[src/rtl/control_pkg.sv]
// control_pkg: opcodes, control-word layout and FSM states shared by the ID control unit
package control_pkg;
    localparam logic [5:0] OP_R    = 6'h00;
    localparam logic [5:0] OP_LW   = 6'h23;
    localparam logic [5:0] OP_SW   = 6'h2B;
    localparam logic [5:0] OP_BEQ  = 6'h04;
    localparam logic [5:0] OP_J    = 6'h02;
    localparam logic [5:0] OP_ADDI = 6'h08;
    localparam int CB_SALTOINCOND = 9;
    localparam int CB_REGDEST     = 8;
    localparam int CB_FUENTEALU   = 7;
    localparam int CB_MEMAREG     = 6;
    localparam int CB_ESCRREG     = 5;
    localparam int CB_LEERMEM     = 4;
    localparam int CB_ESCRMEM     = 3;
    localparam int CB_SALTOCOND   = 2;
    localparam int CB_ALUOP_HI    = 1;
    localparam int CB_ALUOP_LO    = 0;
    localparam logic [9:0] CW_R    = 10'h122;
    localparam logic [9:0] CW_LW   = 10'h0F0;
    localparam logic [9:0] CW_SW   = 10'h088;
    localparam logic [9:0] CW_BEQ  = 10'h005;
    localparam logic [9:0] CW_J    = 10'h200;
    localparam logic [9:0] CW_ADDI = 10'h0A0;
    localparam logic [9:0] CW_NOP  = 10'h000;
    typedef enum logic [1:0] {NORMAL, TRAS_CARGA, TRAS_SALTO} state_t;
endpackage

[src/rtl/control_decode.sv]
// control_decode: combinational opcode to control-word lookup with unknown-opcode flag
module control_decode
    import control_pkg::*;
(
    input  logic [5:0] op,
    output logic [9:0] word,
    output logic       illegal
);
    always_comb begin
        word = op == OP_R    ? CW_R    :
               op == OP_LW   ? CW_LW   :
               op == OP_SW   ? CW_SW   :
               op == OP_BEQ  ? CW_BEQ  :
               op == OP_J    ? CW_J    :
               op == OP_ADDI ? CW_ADDI : CW_NOP;
        illegal = !(op == OP_R || op == OP_LW || op == OP_SW ||
                    op == OP_BEQ || op == OP_J || op == OP_ADDI);
    end
endmodule

[src/rtl/control_id.sv]
// control_id: ID-stage control with load-use stall, jump squash, branch flush and bubble counter
module control_id
    import control_pkg::*;
(
    input  logic        clk,
    input  logic        reset,
    input  logic [31:0] Instr,
    input  logic        SaltoTomado,
    output logic [9:0]  Control,
    output logic        PCWrite,
    output logic        IFIDWrite,
    output logic        IFIDFlush,
    output logic        Ilegal,
    output logic [15:0] CuentaBurbujas
);
    state_t      state_q, state_d;
    logic [4:0]  lw_rt_q, lw_rt_d;
    logic [9:0]  control_q, control_d;
    logic        ilegal_q, ilegal_d;
    logic [15:0] cnt_q, cnt_d;
    logic [5:0]  op;
    logic [4:0]  rs, rt;
    logic [9:0]  dec_word;
    logic        dec_illegal, uses_rt, hazard, bubble, unused_bits;

    assign op = Instr[31:26];
    assign rs = Instr[25:21];
    assign rt = Instr[20:16];
    assign unused_bits = ^Instr[15:0];

    control_decode u_decode (.op(op), .word(dec_word), .illegal(dec_illegal));

    always_comb begin
        uses_rt = op == OP_R || op == OP_SW || op == OP_BEQ;
        hazard = state_q == TRAS_CARGA && lw_rt_q != 5'd0 &&
                 (lw_rt_q == rs || (lw_rt_q == rt && uses_rt));
        bubble = SaltoTomado || state_q == TRAS_SALTO || hazard;
        control_d = bubble ? CW_NOP : dec_word;
        ilegal_d = !bubble && dec_illegal;
        state_d = bubble ? NORMAL : op == OP_LW ? TRAS_CARGA : op == OP_J ? TRAS_SALTO : NORMAL;
        lw_rt_d = (!bubble && op == OP_LW) ? rt : lw_rt_q;
        cnt_d = (bubble && cnt_q != 16'hFFFF) ? cnt_q + 16'd1 : cnt_q;
        PCWrite = !reset && !(hazard && !SaltoTomado);
        IFIDWrite = PCWrite;
        IFIDFlush = !reset && SaltoTomado;
    end

    always_ff @(posedge clk or posedge reset) begin
        if (reset) begin
            state_q   <= NORMAL;
            lw_rt_q   <= 5'd0;
            control_q <= CW_NOP;
            ilegal_q  <= 1'b0;
            cnt_q     <= 16'd0;
        end else begin
            state_q   <= state_d;
            lw_rt_q   <= lw_rt_d;
            control_q <= control_d;
            ilegal_q  <= ilegal_d;
            cnt_q     <= cnt_d;
        end
    end

    assign Control        = control_q;
    assign Ilegal         = ilegal_q;
    assign CuentaBurbujas = cnt_q;
endmodule

[config.mk]
export PLATFORM = sky130hd
export DESIGN_NAME = control_id
export DESIGN_NICKNAME = d
export VERILOG_FILES = /design/src/rtl/control_pkg.sv /design/src/rtl/control_decode.sv /design/src/rtl/control_id.sv
export SDC_FILE = /design/constraint.sdc
export NUM_CORES = 1
export LEC_CHECK = 0
export ABC_CLOCK_PERIOD_IN_PS = 4200
export CAP_MARGIN = 15
export CORE_AREA = 2 2 65 67
export CTS_CLUSTER_DIAMETER = 80
export DETAILED_ROUTE_END_ITERATION = 12
export DIE_AREA = 0 0 67 69
export PLACE_DENSITY = 0.81
export SYNTH_ARGS = -nofsm -noshare
export SYNTH_HDL_FRONTEND = slang
export SYNTH_HIERARCHICAL = 1
export SYNTH_SLANG_ARGS = --single-unit
[constraint.sdc]
create_clock -name clk -period 4.2 [get_ports clk]
set_input_delay 0.42 -clock clk [delete_from_list [all_inputs] [get_ports clk]]
set_output_delay 0.42 -clock clk [all_outputs]
set_load 0.01 [all_outputs]
==> After elaboration in Yosys (flattened, before gate mapping) <==
Index checks and enable logic that the tools add are counted.
{ "word_totals": {"regBits": 34, "out_inout_bits": 30, "elab_cells": 52} }
{ "op_classes": {"addsub": 1, "n_eq_ne": 10, "n_mux": 10, "n_reduce_logical": 26} }
{ "ops": {"columns": ["op", "count"], "rows": [
  ["$mux 10", 6],
  ["$add 16x1->16 const B", 1],
  ["$ne 16x16->1 const B", 1],
  ["$eq 6x6->1 const B", 2],
  ["$eq 5x5->1", 2],
  ["$logic_or 1x1->1", 10],
  ["$logic_and 1x1->1", 9],
  ["$mux 8", 1],
  ["$eq 6x2->1 const B", 1],
  ["$eq 6x3->1 const B", 1],
  ["$eq 6x4->1 const B", 1],
  ["$logic_not 6->1", 1],
  ["$mux 2", 3],
  ["$logic_not 1->1", 5],
  ["$reduce_bool 5->1", 1],
  ["$eq 2x1->1 const B", 1],
  ["$eq 2x2->1 const B", 1]
]} }

==> Depth between registers and ports, before layout <==
{ "logic_depth": {"ltp_word": 9, "mapped_depth": 8, "depth_no_buf": 6} }

==> Hierarchy <==
Netlist, hierarchy kept.
{ "by_module_without_submodules": {"columns": ["module", "instances", "cells_each", "area_each_um2"], "rows": [
  ["control_id", 1, 148, 1665.3],
  ["control_decode", 1, 22, 166.4]
]} }

==> Worst setup path after synthesis <==
No wires, ideal clock.
{ "synth_timing": {"kind": "in2out", "from": "input Instr[27]", "to": "output PCWrite", "arrival_ns": 1.695, "required_ns": 3.780, "path_slack_ns": 2.085, "stages": 7, "n_path_buf": 2, "path_cell_list": "nor2b_1 -> and4_1 -> o2111ai_1 -> clkbuf_1 -> a21oi_1 -> nor2_1 -> buf_4"} }
{ "synth_via": {"elab_chain_cells": 9, "elab_cells_between_ends": 11, "cone_classes": "eq/ne: 2; reduce/logical: 9"} }
{ "synth_rtl": {"columns": ["element", "line", "rtl"], "rows": [
  ["from (decl)", "control_id.sv:7", "input logic [31:0] Instr,"],
  ["$eq 6x6->1 or $logic_not 6->1 (tied branches)", "control_id.sv:34", "uses_rt = op == OP_R || op == OP_SW || op == OP_BEQ;"],
  ["$logic_or 1x1->1", "control_id.sv:34", null],
  ["$logic_or 1x1->1 *", "control_id.sv:34", null],
  ["$logic_and 1x1->1 *", "control_id.sv:36", "(lw_rt_q == rs || (lw_rt_q == rt && uses_rt));"],
  ["$logic_or 1x1->1 *", "control_id.sv:36", null],
  ["$logic_and 1x1->1 *", "control_id.sv:35", "hazard = state_q == TRAS_CARGA && lw_rt_q != 5'd0 &&"],
  ["$logic_and 1x1->1 *", "control_id.sv:43", "PCWrite = !reset && !(hazard && !SaltoTomado);"],
  ["$logic_not 1->1 *", "control_id.sv:43", null],
  ["$logic_and 1x1->1 *", "control_id.sv:43", null],
  ["to (decl)", "control_id.sv:10", "output logic PCWrite,"]
]} }
Mark *: on every way between the ends. The rest lies on a longest branch, timed or not.

==> Final worst setup path <==
{ "layout_timing": {"from": "input Instr[28]", "to": "output PCWrite"} }
Same word-level chain as after synthesis.

==> flow_summary.json <==
{
  "hold_buffers": 0,
  "nFillCells": 340,
  "finalSetupViolCount": 0,
  "place_inst": 262,
  "clk_latency_ps": 280,
  "fin_nets": 255,
  "vias": 1440,
  "max_stage_delay_ps": 670,
  "dieArea_sq_mm": 0.004623,
  "track_usage_pct": 17.27,
  "critPathMaxFanout": 14,
  "skew_ps": 6.688,
  "port_buffers": 48,
  "worst_pin_slew_ps": 750.9,
  "required_ps": 3780,
  "ys_types": 42,
  "antenna_found_initial": 0,
  "startpoint_type": "primary input",
  "area_growth_pct": 34.70,
  "seq_power_share_pct": 40.4,
  "final_cell_mix": "clkdlybuf4s50_1, dfrtp_1, xor2_1",
  "fp.dieH_microns": 69,
  "core_area_sq_mm": 0.003914,
  "n_antenna_cell": 0,
  "slew_viol_final": 0,
  "htree_levels": 2,
  "hold_path.class": "reg -> reg",
  "io_pins": 65,
  "gp_congestion": 0.7330,
  "max_slew_margin_pct": 49.56,
  "p_comb_share_pct": 26.0,
  "place_hpwl_microns": 2725,
  "viasPerCell": 5.333,
  "routedWlPerCell_microns": 13.51,
  "remaining_drc_errors": 0,
  "fmax_mhz": 329.7,
  "cp-end-kind": "primary output",
  "crit_type": "in -> out",
  "netlist_area_sq_mm": 0.001832,
  "setup_tns_ps": 0,
  "finalInstanceArea_sq_mm": 0.002467,
  "arrival_ps": 2610,
  "synth.avg_cell_area_sq_um": 10.78,
  "dpl-instance-area_sq_mm": 0.002325,
  "finalWorstSetupSlack_ps": 1167,
  "clkTransAtPathRegs_ps": 70,
  "max_cap_viol_count": 0,
  "cts_root_buffer": "clkbuf_8",
  "cpMostUsedCell": "clkdlybuf4s50_1",
  "tritoncts": "yes",
  "postCtsSetupBuffers": 0,
  "intPower_mw": 0.7906,
  "syn_nets": 206,
  "grt_pass1_wl_microns": 6203,
  "swShare_pct": 28.19,
  "final_common_cell": "clkdlybuf4s50_1",
  "power.density_mw_per_mm2": 446.2,
  "grt_max_degree": 35,
  "yosysWarnings": 6,
  "place_ws_ps": 1151,
  "path_cells": "clkdlybuf4s50_1 -> nor2b_1 -> and4_1 -> o2111ai_1 -> buf_4 -> a21oi_1 -> nor2_1 -> clkdlybuf4s50_1",
  "synth_seq_cells": 34,
  "grt.overflow.total": 0,
  "numCtsBuffers": 5,
  "p_clk_share_pct": 33.7,
  "drt_iter0_markers": 104,
  "start_util_pct": 46.80,
  "dr.pass1.iters": 4,
  "cts_num_sinks": 34,
  "cts_resized": 0,
  "std_cell_rows": 23,
  "ir_worst_vdd_uv": 174.0,
  "power_leakage_nw": 1.080,
  "yosysSeqAreaShare_pct": 46.45,
  "grt_pass1_vias": 1399,
  "slowest_stage": "clkdlybuf4s50_1",
  "finalCritPeriodShare_pct": 72.21,
  "fin_crit_ps": 3033,
  "synth_cells": 170,
  "final_cells": 270,
  "outcome": "completed",
  "cts_buffer_depth": 2,
  "drive_above_1_share_pct": 12.73,
  "switching_power_mw": 0.3103,
  "rsz0062_at_grt": "no",
  "p_total_mw": 1.101,
  "finalHoldViolCount": 0,
  "wirelength_microns": 3647,
  "ant_nets": 0,
  "die_w_microns": 67
}
-- flip-flops by register name, indices dropped and copies added, names as in the netlist --
signal          flops
CuentaBurbujas     16
Control            10
Ilegal              1
lw_rt_q             5
state_q             2
-- metal layers --
layer | vias to the layer above | wire [microns] | GRT usage (%)
met5 | - | 0 | 0
met4 | 0 | 62 | 7.256
met3 | 7 | 138 | 3.915
met2 | 36 | 1893 | 29.04
met1 | 692 | 1552 | 20.72
li1 | 705 | - | -
-- power groups by stage --
stage / Sequential (mW) / Combinational (mW) / Clock (mW)
finish: 0.444 / 0.286 / 0.371
global route: 0.451 / 0.314 / 0.394
CTS: 0.444 / 0.290 / 0.375
detailed placement: 0.450 / 0.287 / 0
global placement: 0.445 / 0.276 / 0
floorplan: 0.458 / 0.126 / 0
-- critical path: cells and delay by family --
family                 cells  cell delay (ps)
and+or+nand+nor            3              480
AOI/OAI and AO/OA          2              280
buffers and inverters      3             1440
-- area by class of cell --
cell class	instances	area [sq um]	area share, %
Clock buffer	6	82.58	3.347
Sequential cell	34	850.8	34.48
Timing Repair Buffer	52	510.5	20.69
Tap cell	50	62.56	2.535
Multi-Input combinational cell	119	874.6	35.45
Clock inverter	2	60.06	2.434
Inverter	7	26.28	1.065
-- synthesized netlist by cell type --
cell,n,area share [%]
nand2_1,7,1.4
o2111ai_1,1,0.48
nor2_1,12,2.5
or4_1,2,0.82
nor4_2,1,0.68
inv_1,7,1.4
nor3_1,10,2.7
mux2i_1,1,0.55
and3_1,9,3.1
and3_2,2,0.82
a2111oi_0,1,0.48
nand4_1,4,1.4
buf_6,2,1.2
mux2_2,6,3.7
buf_8,1,0.82
and4_1,2,0.96
clkbuf_1,2,0.41
o31ai_1,1,0.41
nand4b_1,1,0.48
nand3_1,7,1.9
a211oi_2,2,1.4
buf_2,1,0.27
a41oi_1,1,0.48
a21o_1,1,0.41
nor4_1,7,2.4
or3_1,1,0.34
xor2_1,21,10
nor4_4,2,2.3
nor3b_1,2,0.82
nor4b_1,1,0.48
a211oi_1,1,0.41
and4b_2,1,0.61
or3_2,1,0.41
a21oi_1,1,0.27
or4b_1,2,1.1
and2_0,1,0.34
nor2b_1,2,0.68
buf_4,4,1.6
ha_1,1,0.68
dfrtp_1,34,46
nor4b_2,1,0.82
xnor2_1,3,1.4
-- logic make-up after synthesis --
kind of cell    synth area share, %
xor+xnor                      11.48
mux                           4.235
buf+inv                       5.806
simple gates                  27.05
compound gates                4.304
fa+ha+maj                    0.6830
flops                         46.45
-- through the flow --
stage,util (%),hold WS [ps]
2_1_floorplan,-,522.1
3_3_place_gp,59.40,477.7
3_5_place_dp,59.40,489.8
4_1_cts,63.04,503.0
5_1_grt,63.04,519.9
6_report,63.04,505.5
-- final timing paths --
check,cells past startpoint,end,slack [ps],from
max reg2reg,8,CuentaBurbujas[13],1730,lw_rt_q[4]
min in group asynchronous,3,CuentaBurbujas[10],590,reset
max,8,PCWrite,1170,Instr[28]
max in group asynchronous,3,lw_rt_q[3],3310,reset
min,1,CuentaBurbujas[10],510,CuentaBurbujas[10]
min reg2reg,1,CuentaBurbujas[10],510,CuentaBurbujas[10]
No activity file was read; power rests on OpenSTA's default activity.
